`config.mk`:
```
export PLATFORM = sky130hd
export DESIGN_NAME = ysyx_25020047_lsu
export DESIGN_NICKNAME = d
export VERILOG_FILES = /design/src/rtl/ysyx_25020047_lsu.sv
export SDC_FILE = /design/constraint.sdc
export NUM_CORES = 1
export LEC_CHECK = 0
export BUFFER_PORTS_ARGS = -buffer_cell sky130_fd_sc_hd__buf_2
export CAP_MARGIN = 20
export CORE_ASPECT_RATIO = 1.2
export CORE_UTILIZATION = 45
export DETAILED_ROUTE_END_ITERATION = 8
export PLACE_DENSITY = 0.76
export REMOVE_ABC_BUFFERS = 1
export SLEW_MARGIN = 15
export SYNTH_ARGS = -nofsm -noshare
export SYNTH_HDL_FRONTEND = slang
export SYNTH_SLANG_ARGS = --single-unit
export TNS_END_PERCENT = 20
```
`constraint.sdc`:
```
create_clock -name clk -period 3.2 [get_ports clk]
set_clock_uncertainty 0.1 [all_clocks]
set_input_delay 0.64 -clock clk [delete_from_list [all_inputs] [get_ports clk]]
set_output_delay 0.64 -clock clk [all_outputs]
set_load 0.02 [all_outputs]
```
`src/rtl/ysyx_25020047_lsu.sv`:
```
// Load/store unit between execute and writeback: one request/grant/response
// transaction per memory instruction, with lane handling and a watchdog.
module ysyx_25020047_lsu #(
  parameter int unsigned TIMEOUT = 64,
  parameter int unsigned CNT_W   = 7
) (
  input  logic        clk,
  input  logic        rst,
  input  logic        in_valid,
  output logic        in_ready,
  input  logic [31:0] addr,
  input  logic        read,
  input  logic        write,
  input  logic        size_byte,
  input  logic [31:0] wdata,
  output logic        mem_req,
  output logic        mem_we,
  output logic [31:0] mem_addr,
  output logic [31:0] mem_wdata,
  output logic [3:0]  mem_wmask,
  input  logic        mem_gnt,
  input  logic        mem_rvalid,
  input  logic [31:0] mem_rdata,
  output logic        out_valid,
  output logic [31:0] out_rdata,
  output logic        out_err
);

  typedef enum logic [1:0] {
    IDLE   = 2'd0,
    REQ    = 2'd1,
    WAIT_R = 2'd2,
    DONE   = 2'd3
  } state_e;

  localparam logic [CNT_W-1:0] CNT_LAST = CNT_W'(TIMEOUT - 1);

  state_e      state_q, state_d;
  logic [CNT_W-1:0] cnt_q, cnt_d;
  logic        load_q, load_d;
  logic        byte_q, byte_d;
  logic [1:0]  off_q, off_d;
  logic        mem_req_q, mem_req_d;
  logic        mem_we_q, mem_we_d;
  logic [31:0] mem_addr_q, mem_addr_d;
  logic [31:0] mem_wdata_q, mem_wdata_d;
  logic [3:0]  mem_wmask_q, mem_wmask_d;
  logic        out_valid_q, out_valid_d;
  logic [31:0] out_rdata_q, out_rdata_d;
  logic        out_err_q, out_err_d;
  logic [7:0]  lane_s;

  // Next-state, watchdog and registered-output computation
  always_comb begin
    state_d     = state_q;
    load_d      = load_q;
    byte_d      = byte_q;
    off_d       = off_q;
    mem_req_d   = mem_req_q;
    mem_we_d    = mem_we_q;
    mem_addr_d  = mem_addr_q;
    mem_wdata_d = mem_wdata_q;
    mem_wmask_d = mem_wmask_q;
    out_valid_d = 1'b0;
    out_rdata_d = out_rdata_q;
    out_err_d   = out_err_q;
    lane_s      = mem_rdata[{off_q, 3'b000} +: 8];

    case (state_q)
      IDLE: begin
        if (in_valid) begin
          load_d = read;
          byte_d = size_byte;
          off_d  = addr[1:0];
          if ((read & write) || (!size_byte && (addr[1:0] != 2'b00))) begin
            state_d     = DONE;
            out_valid_d = 1'b1;
            out_rdata_d = 32'h0000_0000;
            out_err_d   = 1'b1;
          end else if (!(read | write)) begin
            state_d     = DONE;
            out_valid_d = 1'b1;
            out_rdata_d = 32'h0000_0000;
            out_err_d   = 1'b0;
          end else begin
            state_d     = REQ;
            mem_req_d   = 1'b1;
            mem_we_d    = write;
            mem_addr_d  = {addr[31:2], 2'b00};
            mem_wdata_d = size_byte ? {4{wdata[7:0]}} : wdata;
            mem_wmask_d = size_byte ? (4'b0001 << addr[1:0]) : 4'b1111;
          end
        end else begin
          state_d = IDLE;
        end
      end
      REQ: begin
        if (mem_gnt) begin
          mem_req_d = 1'b0;
          if (load_q) begin
            state_d = WAIT_R;
          end else begin
            state_d     = DONE;
            out_valid_d = 1'b1;
            out_rdata_d = 32'h0000_0000;
            out_err_d   = 1'b0;
          end
        end else if (cnt_q == CNT_LAST) begin
          mem_req_d   = 1'b0;
          state_d     = DONE;
          out_valid_d = 1'b1;
          out_rdata_d = 32'h0000_0000;
          out_err_d   = 1'b1;
        end else begin
          state_d = REQ;
        end
      end
      WAIT_R: begin
        if (mem_rvalid) begin
          state_d     = DONE;
          out_valid_d = 1'b1;
          out_rdata_d = byte_q ? {24'h00_0000, lane_s} : mem_rdata;
          out_err_d   = 1'b0;
        end else if (cnt_q == CNT_LAST) begin
          state_d     = DONE;
          out_valid_d = 1'b1;
          out_rdata_d = 32'h0000_0000;
          out_err_d   = 1'b1;
        end else begin
          state_d = WAIT_R;
        end
      end
      DONE: begin
        state_d = IDLE;
      end
      default: begin
        state_d   = IDLE;
        mem_req_d = 1'b0;
      end
    endcase

    // Watchdog only runs while parked in a waiting state
    if (((state_q == REQ) || (state_q == WAIT_R)) && (state_d == state_q)) begin
      cnt_d = cnt_q + {{(CNT_W-1){1'b0}}, 1'b1};
    end else begin
      cnt_d = {CNT_W{1'b0}};
    end
  end

  // State and output registers with synchronous reset
  always_ff @(posedge clk) begin
    if (rst) begin
      state_q     <= IDLE;
      cnt_q       <= {CNT_W{1'b0}};
      load_q      <= 1'b0;
      byte_q      <= 1'b0;
      off_q       <= 2'b00;
      mem_req_q   <= 1'b0;
      mem_we_q    <= 1'b0;
      mem_addr_q  <= 32'h0000_0000;
      mem_wdata_q <= 32'h0000_0000;
      mem_wmask_q <= 4'b0000;
      out_valid_q <= 1'b0;
      out_rdata_q <= 32'h0000_0000;
      out_err_q   <= 1'b0;
    end else begin
      state_q     <= state_d;
      cnt_q       <= cnt_d;
      load_q      <= load_d;
      byte_q      <= byte_d;
      off_q       <= off_d;
      mem_req_q   <= mem_req_d;
      mem_we_q    <= mem_we_d;
      mem_addr_q  <= mem_addr_d;
      mem_wdata_q <= mem_wdata_d;
      mem_wmask_q <= mem_wmask_d;
      out_valid_q <= out_valid_d;
      out_rdata_q <= out_rdata_d;
      out_err_q   <= out_err_d;
    end
  end

  assign in_ready  = (state_q == IDLE);
  assign mem_req   = mem_req_q;
  assign mem_we    = mem_we_q;
  assign mem_addr  = mem_addr_q;
  assign mem_wdata = mem_wdata_q;
  assign mem_wmask = mem_wmask_q;
  assign out_valid = out_valid_q;
  assign out_rdata = out_rdata_q;
  assign out_err   = out_err_q;

endmodule

```
After elaboration in Yosys (flattened, before gate mapping)
Cells that the tools add are included.

word-level totals
  register bits = 115
  bits of input ports = 104
  output and inout port bits = 105
  word-level logic and storage cells = 87

operators by class
  add/sub/neg operators = 1
  equality and inequality tests = 11
  shift-type cells = 2
  muxes and demuxes = 42
  bitwise logic cells = 4
  reductions and logical operators = 14

operators by type and width
  cell                   number
  $mux W32               9
  $pmux W32 S3           1
  $shiftx A32 B6 Y8      1
  $mux W1                22
  $mux W2                5
  $ne A3 B3 Y1 const B   3
  $pmux W2 S4            1
  $reduce_and A4 Y1      2
  $add A7 B1 Y7 const B  1
  $eq A7 B6 Y1 const B   1
  $pmux W1 S3            2
  $reduce_and A5 Y1      1
  $eq A2 B2 Y1 const B   2
  $mux W4                1
  $ne A2 B2 Y1 const B   2
  $reduce_bool A2 Y1     2
  $shl A1 B2 Y4 const A  1
  $reduce_bool A3 Y1     1
  $eq A2 B1 Y1 const B   1
  $eq A2 B2 Y1           1
  $logic_and A1 B1 Y1    2
  $logic_not A2 Y1       1
  $logic_or A1 B1 Y1     2
  $ne A2 B1 Y1 const B   1
  other kinds (7)        8

Depth between registers and ports, before layout
Gate-level depths: netlist (run 1).

  word-level depth = 10
  mapped depth = 9
  gate-level depth less buffers = 7

Worst setup path before layout (run 1)
OpenSTA, ideal clock, no wires.

  kind = input to register
  start point = in size_byte
  end point = reg out_rdata_q[30], in the netlist out_rdata[30]
  setup time = 0.117 ns
  arrival time = 1.703 ns
  required time = 2.983 ns
  setup slack = 1.280 ns
  stages on the path = 6
  buffers on the path = 1
  path through = o21ba_4 -> o21ai_2 -> a21oi_1 -> o21ai_4 -> buf_6 -> a22o_1

on the way
  longest elaborated chain between the ends = 6
  elaborated cells on any way between the ends = 8
  classes of those cells = 1 x eq/ne; 3 x mux; 4 x reduce/logical

ends and longest elaborated chain
  item                   line  RTL
  from (decl)            14    input logic size_byte,
  $logic_not A1 Y1 *     75    if ((read & write) || (!size_byte && (addr[1:0] != 2'b00))) begin
  $logic_and A1 B1 Y1 *  75
  $logic_or A1 B1 Y1 *   75
  $mux W32               75
  $mux W32               71    if (in_valid) begin
  $pmux W32 S3           69    case (state_q)
  to (signal assigned)   178   out_rdata_q <= out_rdata_d;
  to (decl)              49    logic [31:0] out_rdata_q, out_rdata_d;

Every way passes the cells marked *; elsewhere a longest branch is shown, timed or not. The select of a mux whose other input is x is not followed.
A chain may end at the register's enable or synchronous reset.

Worst setup path in the final report (run 1)
  start point = reg state_q[1]
  end point = out in_ready

on the way
  longest elaborated chain between the ends = 1

ends and longest elaborated chain
  item                    line  RTL
  from (decl)             38    state_e state_q, state_d;
  from (signal assigned)  167   state_q <= state_d;
  $logic_not A2 Y1        183   assign in_ready = (state_q == IDLE);
  to (decl)               10    output logic in_ready,

Every way passes these cells.

==> results of run 1 <==
[flip-flops by register name (all words and copies together) (netlist names)]
register and cells:
out_valid 1, byte_q 1, out_err 1, off_q 2, mem_wmask 4, load_q 1, mem_addr 30, cnt_q 7
mem_wdata 32, mem_req 1, mem_we 1, state_q 2, out_rdata 32
[layer usage]
metal  vias up  routed length [um]  GRT usage, %
met1      2086                5200          25.9
met3        27                 629          5.16
met5         -                   0             0
met4         0                 294          9.61
met2       156                6420          39.2
li1       2206                   -             -
[layout by cell type (no fill, tap or decap), types with 5 or more instances in the layout]
| cell | count |
|---|---|
| a211oi_1 | 26 |
| o2bb2ai_1 | 8 |
| clkbuf_16 | 17 |
| inv_1 | 6 |
| o21ai_0 | 5 |
| a21oi_1 | 50 |
| nand3_1 | 8 |
| ha_1 | 5 |
| o221ai_1 | 8 |
| buf_2 | 206 |
| a22o_1 | 24 |
| nor2_1 | 32 |
| mux2i_1 | 32 |
| nor3_1 | 9 |
| o22a_1 | 8 |
| nand2_1 | 99 |
| xnor2_1 | 5 |
| dfxtp_1 | 115 |
[report_power, final]
group	total, W	switching (W)	internal, W
logic	0.000776	0.000497	0.000280
registers	0.00159	0.0000593	0.00153
clock network	0.00188	0.000628	0.00125
[cells by family after synthesis]
logic type	count (synthesis)	synth area share [%]
buffers and inverters	47	6.18
flip-flops	115	47.7
XOR/XNOR	8	1.61
other	1	0.0778
AO/OA/AOI/OAI	144	21.8
multiplexers	32	6.64
AND/OR/NAND/NOR	162	14.6
adder cells (fa/ha/maj)	5	1.30
[metrics by stage]
step | setup slack, ps | utilization (%) | hold WS [ps] | total power, W | cell area (sq um)
floorplan | 487 | - | 331 | 0.00209 | 4550
global placement | 743 | 55.4 | 337 | 0.00236 | 5790
detailed placement | 621 | 55.4 | 343 | 0.00239 | 5790
CTS | 780 | 61.0 | 345 | 0.00428 | 6390
global route | 598 | 61.0 | 354 | 0.00443 | 6390
finish | 782 | 61.0 | 349 | 0.00425 | 6390
[final timing paths]
check | endpoint | slack, ps | depth (start not counted)
hold reg to reg | mem_addr[26]$_SDFFE_PP0P_ | 350 | 2
setup reg to reg | out_rdata[9]$_SDFFE_PP0P_ | 790 | 5
setup / recovery | in_ready | 780 | 3
hold / removal | mem_addr[26]$_SDFFE_PP0P_ | 350 | 2
[critical path: stages (launching register included)]
cell and delay [ps]:
dfxtp_1 340, inv_1 120, ha_1 540, buf_2 270
[area by class of cell]
class	count	share of cell area (%)
inverter	6	0.353
clock inverter	10	2.08
sequential	115	36.1
multi-input combinational	353	34.9
tap	129	2.53
clock buffer	21	7.21
timing repair buffer	211	16.9
==> results.cfg, run 1 <==
[clocking]
htree_levels = 4
path_clk_slew_ps = 50
clock_path_buffers = 2
cts_root_buf = clkbuf_16
cts_hold_buf = 0
cts_resized = 0
worstSkewPairLatency_ps = 400
cts_inserted_buffers = 17
tritoncts = built
cts.sinks = 115
cts_setup_buffers = 0

[logic_synthesis]
synthTopCellsByCount = 115 x dfxtp_1, 99 x nand2_1, 50 x a21oi_1
synth-edff-count = 0
syn_avg_cell_area_sq_um = 9.38
ys_warn_count = 0
ys_top_cells_by_area = dfxtp_1 48%, nand2_1 7.7%, mux2i_1 6.6%
yosys_register_bits = 115
synth-async-reset-ratio_pct = 0
yosys_most_used_dff = dfxtp_1
netlist-cell-type-count = 49
yosysMostFrequentCell = dfxtp_1
yosys.area.top_type = dfxtp_1
netlist_instances = 514
synth_area_sq_um = 4820
ys_seq_area_share_pct = 47.7
netlist.area_leader.share_pct = 47.7

[die]
rows = 41
dieArea_sq_um = 11100
core-area_sq_um = 10500
die_x_um = 96.5
io_pins = 209
die_h_um = 115
start_util_pct = 46.1

[sta]
finalCritPeriodShare_pct = 75.5
drv_slew = 0
fmax_mhz = 414
max_slew.worst_pin.slew_ps = 832
finalHoldViolCount = 0
setup-tns-final_ps = 0
slew_headroom_pct = 44.3
period_minus_slack_ps = 2420
rsz0062_at_grt = no
finalSetupViolCount = 0

[hold_path]
worstHoldStart = mem_addr[26]$_SDFFE_PP0P_
hold_class = reg -> reg

[detailed_routing]
wirelength_um = 12500
drtPass1Iterations = 4
vias = 4475
wire_per_inst_um = 14.8
ant_nets = 0
vias_per_cell = 5.30
drt_iter0_drc = 229
drc = 0

[setup_path]
r2r_start = state_q[1]$_SDFF_PP0_
worstPathRequired_ps = 2460
criticalPathCategory = reg -> out
cp_max_fo = 17
startpoint = state_q[1]$_SDFF_PP0_
crit_arrival_ps = 1680
start_kind = flip-flop
endpoint_kind = primary output

[global_routing]
grt_start_max_net_pins = 95
grt-ovfl-total = 0
grt_use_total_pct = 22.4
grt_pass1_wl_um = 19300
grt_pass1_vias = 4174
antenna_found_initial = 0

[place]
numPortBuffers = 206
gp_congestion = 0.850
placed_cells = 814
dp_hpwl_um = 8770

[final_layout]
area_growth_pct = 32.4
regArea_sq_um = 2300
final-instance-count-excl-fill = 845
fill_cells = 949
fin_nets = 813
antenna_cells = 0
drive_above_1_share_pct = 35.6
multiInputGateArea_sq_um = 2230

[pwr]
max-vdd-ir-drop_uv = 296
p_per_area_nw_per_um2 = 665
p_leak_nw = 2.86

[outcome]
status = finished, final reports clean

[run]
maxCapViolations = 0
No activity file was read; power rests on OpenSTA's default activity.
==> run 2, diff against run 1 <==
==> constraint.sdc (replaced) <==
create_clock -name clk -period 2.4 [get_ports clk]
set_clock_uncertainty 0.1 [all_clocks]
set_input_delay 0.48 -clock clk [delete_from_list [all_inputs] [get_ports clk]]
set_output_delay 0.48 -clock clk [all_outputs]
set_load 0.02 [all_outputs]
==> results.cfg, run 2 (synthesized netlist as in run 1, its figures left out) <==
[setup_path]
endpoint_kind = flip-flop
cp_max_fo = 12
worst_path_max_delay_cell = a211o_2
reg2reg_depth = 7
start_kind = flip-flop
crit_arrival_ps = 2500
crit_chain = inv_1 > ha_1 > nor2b_1 > nand3_1 > a211o_2 > nor2_4 > a22o_1
cpPeakStageDelay_ps = 410
worstPathRequired_ps = 2650
criticalPathCategory = reg -> reg

[final_layout]
most-common-layout-cells = 206 x buf_2, 115 x dfxtp_1, 99 x nand2_1
area_growth_pct = 33.9
final-instance-count-excl-fill = 851
antenna_cells = 0
final_common_cell = buf_2
fin_nets = 819
drive_above_1_share_pct = 36.4
fill_cells = 925

[pwr]
p_leak_nw = 2.88
p_per_area_nw_per_um2 = 882
max-vdd-ir-drop_uv = 420
p_total_w = 0.00570

[sta]
finalSetupViolCount = 0
period_minus_slack_ps = 2250
drv_slew = 0
rsz0062_at_grt = no
max_slew.worst_pin.slew_ps = 760
hold_slack_ps = 196
fin_ws_ps = 148
slew_headroom_pct = 49.3
fmax_mhz = 444
finalHoldViolCount = 0
finalCritPeriodShare_pct = 93.9

[die]
dieArea_sq_um = 11100
die_h_um = 115
core-area_sq_um = 10500
io_pins = 209
start_util_pct = 46.1
die_x_um = 96.5
rows = 41

[clocking]
cts_setup_buffers = 0
cts.sinks = 115
tritoncts = built
cts_root_buf = clkbuf_16
worstSkewPairLatency_ps = 400
htree_levels = 4
clock_path_buffers = 2
cts_inserted_buffers = 17
path_clk_slew_ps = 60

[detailed_routing]
wirelength_um = 12600
highest_layer = met4
drt_iter0_drc = 178
wire_per_inst_um = 14.9
vias_per_cell = 5.28
drt-met1-wl_um = 5310
ant_nets = 0
drtPass1Iterations = 4
wl_met3_um = 588
met2WireLength_um = 6560
drc = 0
vias = 4495

[place]
place_ws_ps = 134
placed_cells = 819
gp_congestion = 0.882
dp_hpwl_um = 9000
numPortBuffers = 206

[hold_path]
hold_class = in -> reg
hold_depth = 2

[global_routing]
grt_pass1_wl_um = 19100
antenna_found_initial = 0
grt_start_max_net_pins = 76
grt-ovfl-total = 0
grt_pass1_vias = 4181
grt_use_total_pct = 22.3

[run]
maxCapViolations = 0

[outcome]
status = finished, final reports clean
## run 2: changes by cell type in the layout (fill, tap and decap cells not counted)
cell	before	now
a211o_1	1	0
clkbuf_8	2	0
clkinv_4	0	1
clkbuf_1	2	1
inv_6	0	1
clkinv_2	4	3
nor2_4	1	2
buf_12	1	3
clkinvlp_4	3	5
a211o_2	0	1
buf_4	4	7
## run 2: through the flow
stage	TNS (ps)	cell area [sq um]	utilization (%)
6_report	0	6460	61.7
5_1_grt	0	6460	61.7
4_1_cts	0	6440	61.6
3_5_place_dp	0	5860	56.0
3_3_place_gp	0	5860	56.0
2_1_floorplan	-16850	4550	-
## run 2: area by class of cell
| type | count | area [sq um] | share of cell area (%) |
|---|---|---|---|
| clock inverter | 13 | 160 | 2.48 |
| inverter | 6 | 22.5 | 0.349 |
| clock buffer | 18 | 429 | 6.65 |
| sequential | 115 | 2300 | 35.7 |
| tap | 129 | 161 | 2.50 |
| timing repair buffer | 216 | 1140 | 17.7 |
| multi-input combinational | 354 | 2240 | 34.7 |
## run 2: repair_timing
| item | in CTS | in global routing |
|---|---|---|
| hold endpoints to repair | 0 | 0 |
| setup endpoints to repair | 0 | 24 |
| gates resized for setup | 0 | 1 |
| hold buffers | 0 | 0 |
## run 2: worst paths after layout
| path | startpoint | end | slack [ps] |
|---|---|---|---|
| max | state_q[1]$_SDFF_PP0_ | out_rdata[15]$_SDFFE_PP0P_ | 150 |
| min | mem_rdata[24] | out_rdata[24]$_SDFFE_PP0P_ | 200 |
| max reg2reg | state_q[1]$_SDFF_PP0_ | out_rdata[15]$_SDFFE_PP0P_ | 150 |
| min reg2reg | mem_wdata[3]$_SDFFE_PP0P_ | mem_wdata[3]$_SDFFE_PP0P_ | 350 |
## run 2: report_power, final
group          internal, W  switching [W]
Combinational     0.000416       0.000685
Sequential         0.00204      0.0000698
Clock              0.00162       0.000868
Total              0.00408        0.00162
## run 2: critical path, delay by kind of cell, from the launching register on
| kind | cells | cell delay (ps) |
|---|---|---|
| flops | 1 | 390 |
| buf+inv | 1 | 120 |
| fa+ha+maj | 1 | 340 |
| compound gates | 2 | 590 |
| simple gates | 3 | 650 |
## run 2: metal layers
layer / global-route usage (%) / vias to the layer above
li1: - / 2228
met1: 25.5 / 2095
met2: 39.9 / 154
met3: 5.16 / 18
met4: 8.43 / 0
met5: 0 / -
==> run 3, diff against run 2 <==
--- a/config.mk
+++ b/config.mk
@@ -7,10 +7,12 @@
 export LEC_CHECK = 0
 export BUFFER_PORTS_ARGS = -buffer_cell sky130_fd_sc_hd__buf_2
 export CAP_MARGIN = 20
+export CELL_PAD_IN_SITES_DETAIL_PLACEMENT = 1
+export CELL_PAD_IN_SITES_GLOBAL_PLACEMENT = 2
 export CORE_ASPECT_RATIO = 1.2
-export CORE_UTILIZATION = 45
+export CORE_UTILIZATION = 27
 export DETAILED_ROUTE_END_ITERATION = 8
-export PLACE_DENSITY = 0.76
+export PLACE_DENSITY_LB_ADDON = 0.1
 export REMOVE_ABC_BUFFERS = 1
 export SLEW_MARGIN = 15
 export SYNTH_ARGS = -nofsm -noshare
==> results.cfg, run 3 (synthesized netlist as in run 1, its figures left out) <==
[detailed_routing]
ant_nets = 0
vias_per_cell = 4.76
wirelength_um = 15300
wire_per_inst_um = 16.2
drt_iter0_drc = 180
drtPass1Iterations = 4
drc = 0
vias = 4502

[place]
gp_congestion = 0.769
dp_hpwl_um = 11100
numPortBuffers = 206
place_ws_ps = 273

[clocking]
cts_inserted_buffers = 17
cts_resized = 0
cts_setup_buffers = 0
htree_levels = 4
path_clk_slew_ps = 60
tritoncts = built
clock_path_buffers = 2
worstSkewPairLatency_ps = 400
cts_root_buf = clkbuf_16
cts_hold_buf = 0
cts.sinks = 115

[die]
core-area_sq_um = 17500
start_util_pct = 27.5
dieArea_sq_um = 18400
die_x_um = 124
rows = 53
die_h_um = 148
io_pins = 209

[hold_path]
hold_class = in -> reg
hold_depth = 2

[setup_path]
worst-path-stages = 3
reg2reg_depth = 7
worst_path_max_delay_cell = ha_1
cp_max_fo = 11
path_delay_family = adder cells
worstPathRequired_ps = 1820
start_kind = flip-flop
endpoint_kind = primary output
criticalPathCategory = reg -> out
cp_num_buf_inv = 2
crit_arrival_ps = 1540
cpPeakStageDelay_ps = 420
crit_chain = inv_1 > ha_1 > buf_2

[sta]
finalCritPeriodShare_pct = 88.1
finalSetupViolCount = 0
fin_ws_ps = 285
fmax_mhz = 473
hold_slack_ps = 199
slew_headroom_pct = 63.1
finalHoldViolCount = 0
drv_slew = 0
rsz0062_at_grt = no
period_minus_slack_ps = 2120
max_slew.worst_pin.slew_ps = 554

[final_layout]
area_growth_pct = 37.7
most-common-layout-cells = 206 x buf_2, 115 x dfxtp_1, 99 x nand2_1
drive_above_1_share_pct = 36.7
final_common_cell = buf_2
fill_cells = 2090
fin_nets = 820

[global_routing]
grt_pass1_vias = 4688
grt-ovfl-total = 0
grt_start_max_net_pins = 66
antenna_found_initial = 2
grt_pass1_wl_um = 23800
grt_use_total_pct = 16.9

[pwr]
max-vdd-ir-drop_uv = 418
p_per_area_nw_per_um2 = 900
p_leak_nw = 2.92

[outcome]
status = finished, final reports clean

[run]
maxCapViolations = 0
run 3: cell type report:
cell class                      count  area, sq um  area share [%]
Inverter                            6         22.5           0.339
Tap cell                          220          275            4.15
Antenna cell                        2         5.00          0.0754
Multi-Input combinational cell    353         2230            33.6
Sequential cell                   115         2300            34.7
Timing Repair Buffer              218         1160            17.5
Clock buffer                       20          467            7.03
Clock inverter                     12          178            2.68
run 3: path summary, 6_finish.rpt:
path,from,end,slack (ps)
worst min register to register,mem_addr[31]$_SDFFE_PP0P_,mem_addr[31]$_SDFFE_PP0P_,350
worst max-delay path,state_q[1]$_SDFF_PP0_,in_ready,280
worst min-delay path,mem_rdata[26],out_rdata[26]$_SDFFE_PP0P_,200
worst max register to register,state_q[1]$_SDFF_PP0_,out_rdata[28]$_SDFFE_PP0P_,290
run 3: per-stage QoR:
step | setup TNS (ps) | total power (W) | util, % | std cells | instance area [sq um]
after floorplan | -16850 | 0.00279 | - | 474 | 4550
after global placement | 0 | 0.00326 | 34.2 | 912 | 5990
after detailed placement | 0 | 0.00329 | 34.2 | 912 | 5990
after CTS | 0 | 0.00608 | 37.9 | 944 | 6630
after global routing | 0 | 0.00625 | 37.9 | 946 | 6640
final | 0 | 0.00598 | 37.9 | 946 | 6640
run 3: routing by layer:
| metal | track usage [%] | vias up | share of wire [%] |
|---|---|---|---|
| met5 | 0 | - | 0 |
| met4 | 7.68 | 0 | 1.7 |
| met3 | 4.87 | 21 | 5.9 |
| met2 | 29.7 | 126 | 51 |
| met1 | 18.6 | 2135 | 41 |
| li1 | - | 2220 | - |
run 3: report_power, final:
group | internal, W | switching (W)
clock | 0.00182 | 0.000927
combinational | 0.000418 | 0.000694
sequential | 0.00204 | 0.0000795
